**config.mk**
```make
export PLATFORM = sky130hd
export DESIGN_NAME = uart_tx_serializer
export DESIGN_NICKNAME = d
export VERILOG_FILES = /design/src/rtl/uart_tx_serializer.sv
export SDC_FILE = /design/constraint.sdc
export NUM_CORES = 1
export LEC_CHECK = 0
export ABC_AREA = 1
export BUFFER_PORTS_ARGS = -buffer_cell sky130_fd_sc_hd__buf_2
export CAP_MARGIN = 20
export CELL_PAD_IN_SITES_DETAIL_PLACEMENT = 0
export CELL_PAD_IN_SITES_GLOBAL_PLACEMENT = 1
export CORE_ASPECT_RATIO = 1.4
export CORE_MARGIN = 2
export CORE_UTILIZATION = 43
export CTS_CLUSTER_SIZE = 24
export DETAILED_ROUTE_END_ITERATION = 8
export PLACE_DENSITY_LB_ADDON = 0.08
export SYNTH_ARGS = -nofsm -noshare
export SYNTH_HDL_FRONTEND = slang
export SYNTH_SLANG_ARGS = --single-unit
```
**constraint.sdc**
```tcl
create_clock -name clock -period 4.7 [get_ports clock]
set_input_delay 0.47 -clock clock [delete_from_list [all_inputs] [get_ports clock]]
set_output_delay 0.47 -clock clock [all_outputs]
set_load 0.02 [all_outputs]
```
**src/rtl/uart_tx_serializer.sv**
```systemverilog
// 8N1 UART transmitter, LSB first. Accepts one byte per start pulse while idle and
// reports busy / frame-complete to the upstream send controllers.
module uart_tx_serializer #(
  parameter int unsigned CLOCK_FREQ = 50_000_000,
  parameter int unsigned BAUD_RATE  = 115200
) (
  input  logic       clock,
  input  logic       reset,
  input  logic       iniciar_envio,
  input  logic [7:0] dado_entrada,
  output logic       tx,
  output logic       ocupado,
  output logic       envio_concluido
);

  localparam int unsigned CLKS_PER_BIT = CLOCK_FREQ / BAUD_RATE;
  localparam int unsigned CntW         = (CLKS_PER_BIT > 2) ? $clog2(CLKS_PER_BIT) : 1;
  localparam logic [CntW-1:0] CntMax   = CntW'(CLKS_PER_BIT - 1);

  typedef enum logic [1:0] {StIdle, StStart, StData, StStop} state_e;

  state_e          r_state, w_state_d;
  logic [CntW-1:0] r_baud_cnt, w_baud_cnt_d;
  logic [2:0]      r_bit_idx, w_bit_idx_d;
  logic [7:0]      r_shift, w_shift_d;
  logic            r_tx, w_tx_d;
  logic            r_ocupado, w_ocupado_d;
  logic            r_concluido, w_concluido_d;
  logic            w_bit_done;
  logic [2:0]      w_bit_idx_inc;

  assign w_bit_done    = (r_baud_cnt == CntMax);
  assign w_bit_idx_inc = r_bit_idx + 3'd1;

  // Reset drives tx high asynchronously so an abandoned frame never glitches low.
  always_ff @(posedge clock or posedge reset) begin
    if (reset) begin
      r_state     <= StIdle;
      r_baud_cnt  <= '0;
      r_bit_idx   <= '0;
      r_shift     <= '0;
      r_tx        <= 1'b1;
      r_ocupado   <= 1'b0;
      r_concluido <= 1'b0;
    end else begin
      r_state     <= w_state_d;
      r_baud_cnt  <= w_baud_cnt_d;
      r_bit_idx   <= w_bit_idx_d;
      r_shift     <= w_shift_d;
      r_tx        <= w_tx_d;
      r_ocupado   <= w_ocupado_d;
      r_concluido <= w_concluido_d;
    end
  end

  always_comb begin
    w_state_d = r_state;
    unique case (r_state)
      StIdle:  if (iniciar_envio) w_state_d = StStart;
      StStart: if (w_bit_done) w_state_d = StData;
      StData:  if (w_bit_done && (r_bit_idx == 3'd7)) w_state_d = StStop;
      StStop:  if (w_bit_done) w_state_d = StIdle;
      default: w_state_d = StIdle;
    endcase
  end

  always_comb begin
    w_baud_cnt_d  = w_bit_done ? '0 : r_baud_cnt + CntW'(1);
    w_bit_idx_d   = r_bit_idx;
    w_shift_d     = r_shift;
    w_tx_d        = r_tx;
    w_ocupado_d   = r_ocupado;
    w_concluido_d = 1'b0;
    unique case (r_state)
      StIdle: begin
        w_baud_cnt_d = '0;
        w_tx_d       = 1'b1;
        w_ocupado_d  = 1'b0;
        if (iniciar_envio) begin
          w_shift_d   = dado_entrada;
          w_bit_idx_d = '0;
          w_tx_d      = 1'b0;
          w_ocupado_d = 1'b1;
        end
      end
      StStart: begin
        if (w_bit_done) w_tx_d = r_shift[0];
      end
      StData: begin
        if (w_bit_done) begin
          w_bit_idx_d = w_bit_idx_inc;
          w_tx_d      = (r_bit_idx == 3'd7) ? 1'b1 : r_shift[w_bit_idx_inc];
        end
      end
      StStop: begin
        if (w_bit_done) begin
          w_tx_d        = 1'b1;
          w_ocupado_d   = 1'b0;
          w_concluido_d = 1'b1;
        end
      end
      default: begin
        w_tx_d      = 1'b1;
        w_ocupado_d = 1'b0;
      end
    endcase
  end

  assign tx              = r_tx;
  assign ocupado         = r_ocupado;
  assign envio_concluido = r_concluido;

endmodule

```
# Word-level counts from Yosys, hierarchy flattened
# Cells that the tools add are included.
[totals] register_bits=25 in_bits=11 output_inout_bits=3 word_cells=52
[op_classes] add_sub_neg=2 n_lt_le_gt_ge=1 eq_ne=10 n_mux=23 reduce_logical=9
[ops] op="$mux 9" n=2
[ops] op="$mux 1" n=10
[ops] op="$ne 2x2->1 const B" n=5
[ops] op="$add 9x1->9 const B" n=1
[ops] op="$eq 9x9->1 const B" n=1
[ops] op="$mux 2" n=4
[ops] op="$pmux 2 s4" n=1
[ops] op="$mux 3" n=2
[ops] op="$pmux 3 s2" n=1
[ops] op="$reduce_and 3->1" n=2
[ops] op="$eq 2x2->1 const B" n=2
[ops] op="$lt 3x4->1 const B" n=1
[ops] op="$pmux 1 s4" n=1
[ops] op="$reduce_and 2->1" n=2
[ops] op="$reduce_and 4->1" n=1
[ops] op="$reduce_bool 2->1" n=2
[ops] op="$add 3x1->3 const B" n=1
[ops] op="$bmux 1 s3" n=1
[ops] op="$eq 3x3->1 const B" n=1
[ops] op="$eq 2x1->1 const B" n=1
[ops] op="$logic_not 2->1" n=1
[ops] op="$pmux 1 s2" n=1
[ops] op="$logic_and 1x1->1" n=1

# Depth between registers and ports, before layout
[logic_depth] word_depth=6 mapped_depth=10 depth_no_buf=10

# Worst setup path before layout
# Ideal clock, no wire load.
[synth_path] path_type="reg2reg" from="register r_state[0]" to="register r_bit_idx[1]" setup_ns=0.118 arrival_ns=1.371 required_ns=4.582 setup_slack_ns=3.212 stages_incl_launch_ff=10 n_path_buf=1 synth_period_minus_slack_ns=1.488 path_cell_list="dfrtp_1 > inv_1 > ha_1 > clkbuf_2 > inv_1 > o21ai_0 > a21boi_4 > inv_1 > nand2_1 > nand2_1"
[synth_between] elab_chain_len=3 word_cells_on_any_way=7 classes_between="3 x eq/ne; 1 x mux; 3 x reduce/logical"
[synth_rtl] item="from (decl)" line="22" source="state_e r_state, w_state_d;"
[synth_rtl] item="from (signal assigned)" line="38" source="r_state <= StIdle;"
[synth_rtl] item="from (signal assigned)" line="46" source="r_state <= w_state_d;"
[synth_rtl] item="$eq 2x2->1 / $logic_not 2->1 (equally long branches)" line="74" source="unique case (r_state)"
[synth_rtl] item="$ne 2x2->1 (no line) / $reduce_bool 2->1 (equally long branches)"
[synth_rtl] item="$reduce_and 3->1 (no line)"
[synth_rtl] item="to (signal assigned)" line="48" source="r_bit_idx <= w_bit_idx_d;"
[synth_rtl] item="to (decl)" line="24" source="logic [2:0] r_bit_idx, w_bit_idx_d;"
# Parallel ways exist; a longest one is shown, timed or not.
# A chain may end at the register's enable or synchronous reset.

# Final worst setup path
[layout_path] from="register r_state[0]" to="register r_bit_idx[2]"
# The elaborated chain is that of the path after synthesis.

==> impl_metrics.py <==
metrics = {
    "status": {
        "status": "finished, final reports clean",
    },
    "placement": {
        "io_buffers": 13,
        "gp_congestion": 0.726,
        "place_inst": 206,
        "dp_hpwl_um": 1860,
    },
    "setup_path": {
        "regToRegStartpoint": "r_state[0]$_DFFE_PP0P_",
        "crit_family": "simple AND/OR/NAND/NOR gates",
        "critPathSlowestCell": "dfrtp_1",
        "start_kind": "flop",
        "worstPathCellList": "inv_1 > ha_1 > nand2_1 > o21ai_0 > a21boi_4 > inv_1 > nand2_1 > nand2_1",
        "arrival_ns": 2.11,
        "crit_start": "r_state[0]$_DFFE_PP0P_",
        "worstPathMaxFanout": 18,
        "cp_slowest_stage_delay_ns": 0.42,
        "critPathKind": "reg2reg",
        "critPathRequiredTime_ns": 4.86,
        "crit_path_end_kind": "flop",
        "crit_buf_inv": 2,
        "crit_top_cell": "nand2_1",
    },
    "routing": {
        "avgViaCountPerCell": 4.90,
        "firstDrtPassIters": 4,
        "route.detailed.drc": 0,
        "vias": 1034,
        "drtIter0Drc": 12,
        "postRouteAntennaNets": 0,
        "wl_um": 2420,
        "wl_per_cell_um": 11.5,
    },
    "sta": {
        "worstMarginPinSlew_ns": 0.516,
        "period_share_pct": 41.6,
        "finalHoldViolations": 0,
        "rsz0062_at_grt": "false",
        "finalSetupViolCount": 0,
        "max_freq_mhz": 512,
        "slew_headroom_pct": 65.5,
        "layout_min_cycle_time_ns": 1.95,
        "setup_tns_ns": 0,
        "maxSlewViolCount": 0,
        "clock_skew_ns": 0.00301,
    },
    "global_route": {
        "grt_first_pass_wirelength_um": 4310,
        "overflow": 0,
        "grt.met1_usage_pct": 16.0,
        "busiest_layer": "met2",
        "grt_use_met2_pct": 29.7,
        "antenna_found_initial": 0,
        "grt_use_total_pct": 15.6,
        "grt_pass1_vias": 1096,
        "grt_max_degree": 26,
        "grt_util_met3_pct": 3.02,
    },
    "yosys": {
        "syn_area_per_cell_sq_um": 8.36,
        "yosysWarnings": 0,
        "async_reset_ff_share_pct": 100,
        "synth.net_count": 179,
        "yosysUniqueCellTypes": 29,
        "synth_cells": 159,
        "synth_top_cell_by_area": "dfrtp_1",
        "synth_common_cells": "nand2_1, inv_1, dfrtp_1",
        "synth_edf_count": 0,
        "yosys-top-cells-area": "dfrtp_1, ha_1, nand2_1",
        "synth_flop_cell": "dfrtp_1",
        "ys_ff_latch": 25,
        "synth_most_common_cell": "nand2_1",
        "synth_top_area_share_pct": 45.2,
        "ys_seq_area_share_pct": 47.2,
        "syn_area_sq_um": 1330,
    },
    "die": {
        "rows": 23,
        "io_pins": 14,
        "placeableCoreArea_sq_um": 2910,
        "initial_core_util_pct": 45.7,
        "fp.dieH_um": 69.8,
        "die_w_um": 51.0,
        "die-area_sq_um": 3560,
    },
    "clock_tree": {
        "clock-sinks": 25,
        "cts_htree_levels": 1,
        "post_cts_buffers": 0,
        "cts_tree": "done",
        "clk_pin_slew_ns": 0.09,
        "numCtsBuffers": 3,
        "insertion_delay_ns": 0.26,
        "clockBufferDepth": 2,
        "post_cts_resized": 0,
        "clk_root_buffer_cell": "clkbuf_8",
        "postCtsHoldBufs": 0,
    },
    "cells_and_area": {
        "instances_no_fill": 211,
        "fill_cells": 280,
        "drive_above_1_share_pct": 13.2,
        "area_delta_synth_final_pct": 12.4,
        "num-nets-final": 195,
        "final_util_pct": 51.4,
        "n_antenna_cell": 0,
    },
    "power": {
        "power.leakage_uw": 0.000796,
        "vdd_drop_max_v": 0.000208,
        "power_density_nw_per_um2": 236,
    },
    "job": {
        "cap_viol_max_count": 0,
    },
    "min_path": {
        "hp-class": "in2async",
    },
}
## where the power goes
part           total, uW  switching [uW]  internal (uW)
registers            215               0            215
clock network        126            66.4           59.2
logic               11.5            6.19           5.35
total                352            72.6            279
## worst paths after layout
path	endpoint	slack, ns	cells past startpoint
max	r_bit_idx[2]$_DFFE_PP0P_	2.75	8
min	r_shift[5]$_DFFE_PP0P_	0.14	2
max reg2reg	r_bit_idx[2]$_DFFE_PP0P_	2.75	8
min reg2reg	tx$_DFFE_PP1P_	0.50	2
max in group asynchronous	tx$_DFFE_PP1P_	4.08	3
min in group clock	r_shift[3]$_DFFE_PP0P_	0.45	3
## metal layers
metal	up-vias	wire length, um
met5	-	0
met4	0	23
met3	2	59
met2	6	1310
met1	496	1020
li1	530	-
## metrics by stage
stage | instance area [sq um] | total power [uW] | setup slack [ns] | hold WS, ns
after detailed placement | 1420 | 228 | 2.76 | 0.482
after CTS | 1470 | 355 | 2.75 | 0.438
after global routing | 1490 | 369 | 2.56 | 0.136
after global placement | 1420 | 228 | 2.86 | 0.473
final | 1490 | 352 | 2.75 | 0.142
after floorplan | 1330 | 223 | 3.21 | 0.453
## layout by cell type, fill, tap and decap left out, drive strengths merged
cell type  netlist  final
a211o            1      1
a21boi           2      2
a21oi           10     10
a22oi            1      1
and3             1      1
buf              1     14
clkbuf           2      3
clkinv           0      1
dfrtp           24     24
dfstp            1      1
ha               9      9
inv             27     27
nand2           30     30
nand3           14     14
nand3b           1      1
nor2            19     19
nor3             4      4
nor3b            3      3
o21a             1      1
o21ai            4      4
o22ai            1      1
or2              1      1
xnor2            1      1
xor2             1      1
## sequential cells by signal, summed over array words and instances, names as in the netlist
| signal | flops |
|---|---|
| envio_concluido | 1 |
| r_state | 2 |
| ocupado | 1 |
| r_bit_idx | 3 |
| tx | 1 |
| r_shift | 8 |
| r_baud_cnt | 9 |
## cells by family after synthesis
logic type	share of synthesized area [%]
AND/OR/NAND/NOR	24.4
buffers and inverters	9.13
flip-flops	47.2
AO/OA/AOI/OAI	9.51
adder cells (fa/ha/maj)	8.47
XOR/XNOR	1.32
## worst register-to-register path: cells and delay by family, from the launching register on
family / cells / cell delay (ns)
fa+ha+maj: 1 / 0.28
flops: 1 / 0.42
simple gates: 3 / 0.48
buf+inv: 2 / 0.20
compound gates: 2 / 0.47
## area by class of cell
type,count,area (sq um),share of cell area [%]
inverters,27,101,6.78
flip-flops and latches,25,627,42.0
clock buffers,3,41.3,2.76
repair buffers,14,92.6,6.20
well taps,37,46.3,3.10
multi-input cells,104,581,38.9
clock inverters,1,5.00,0.335
(Power assumes the default switching activity.)
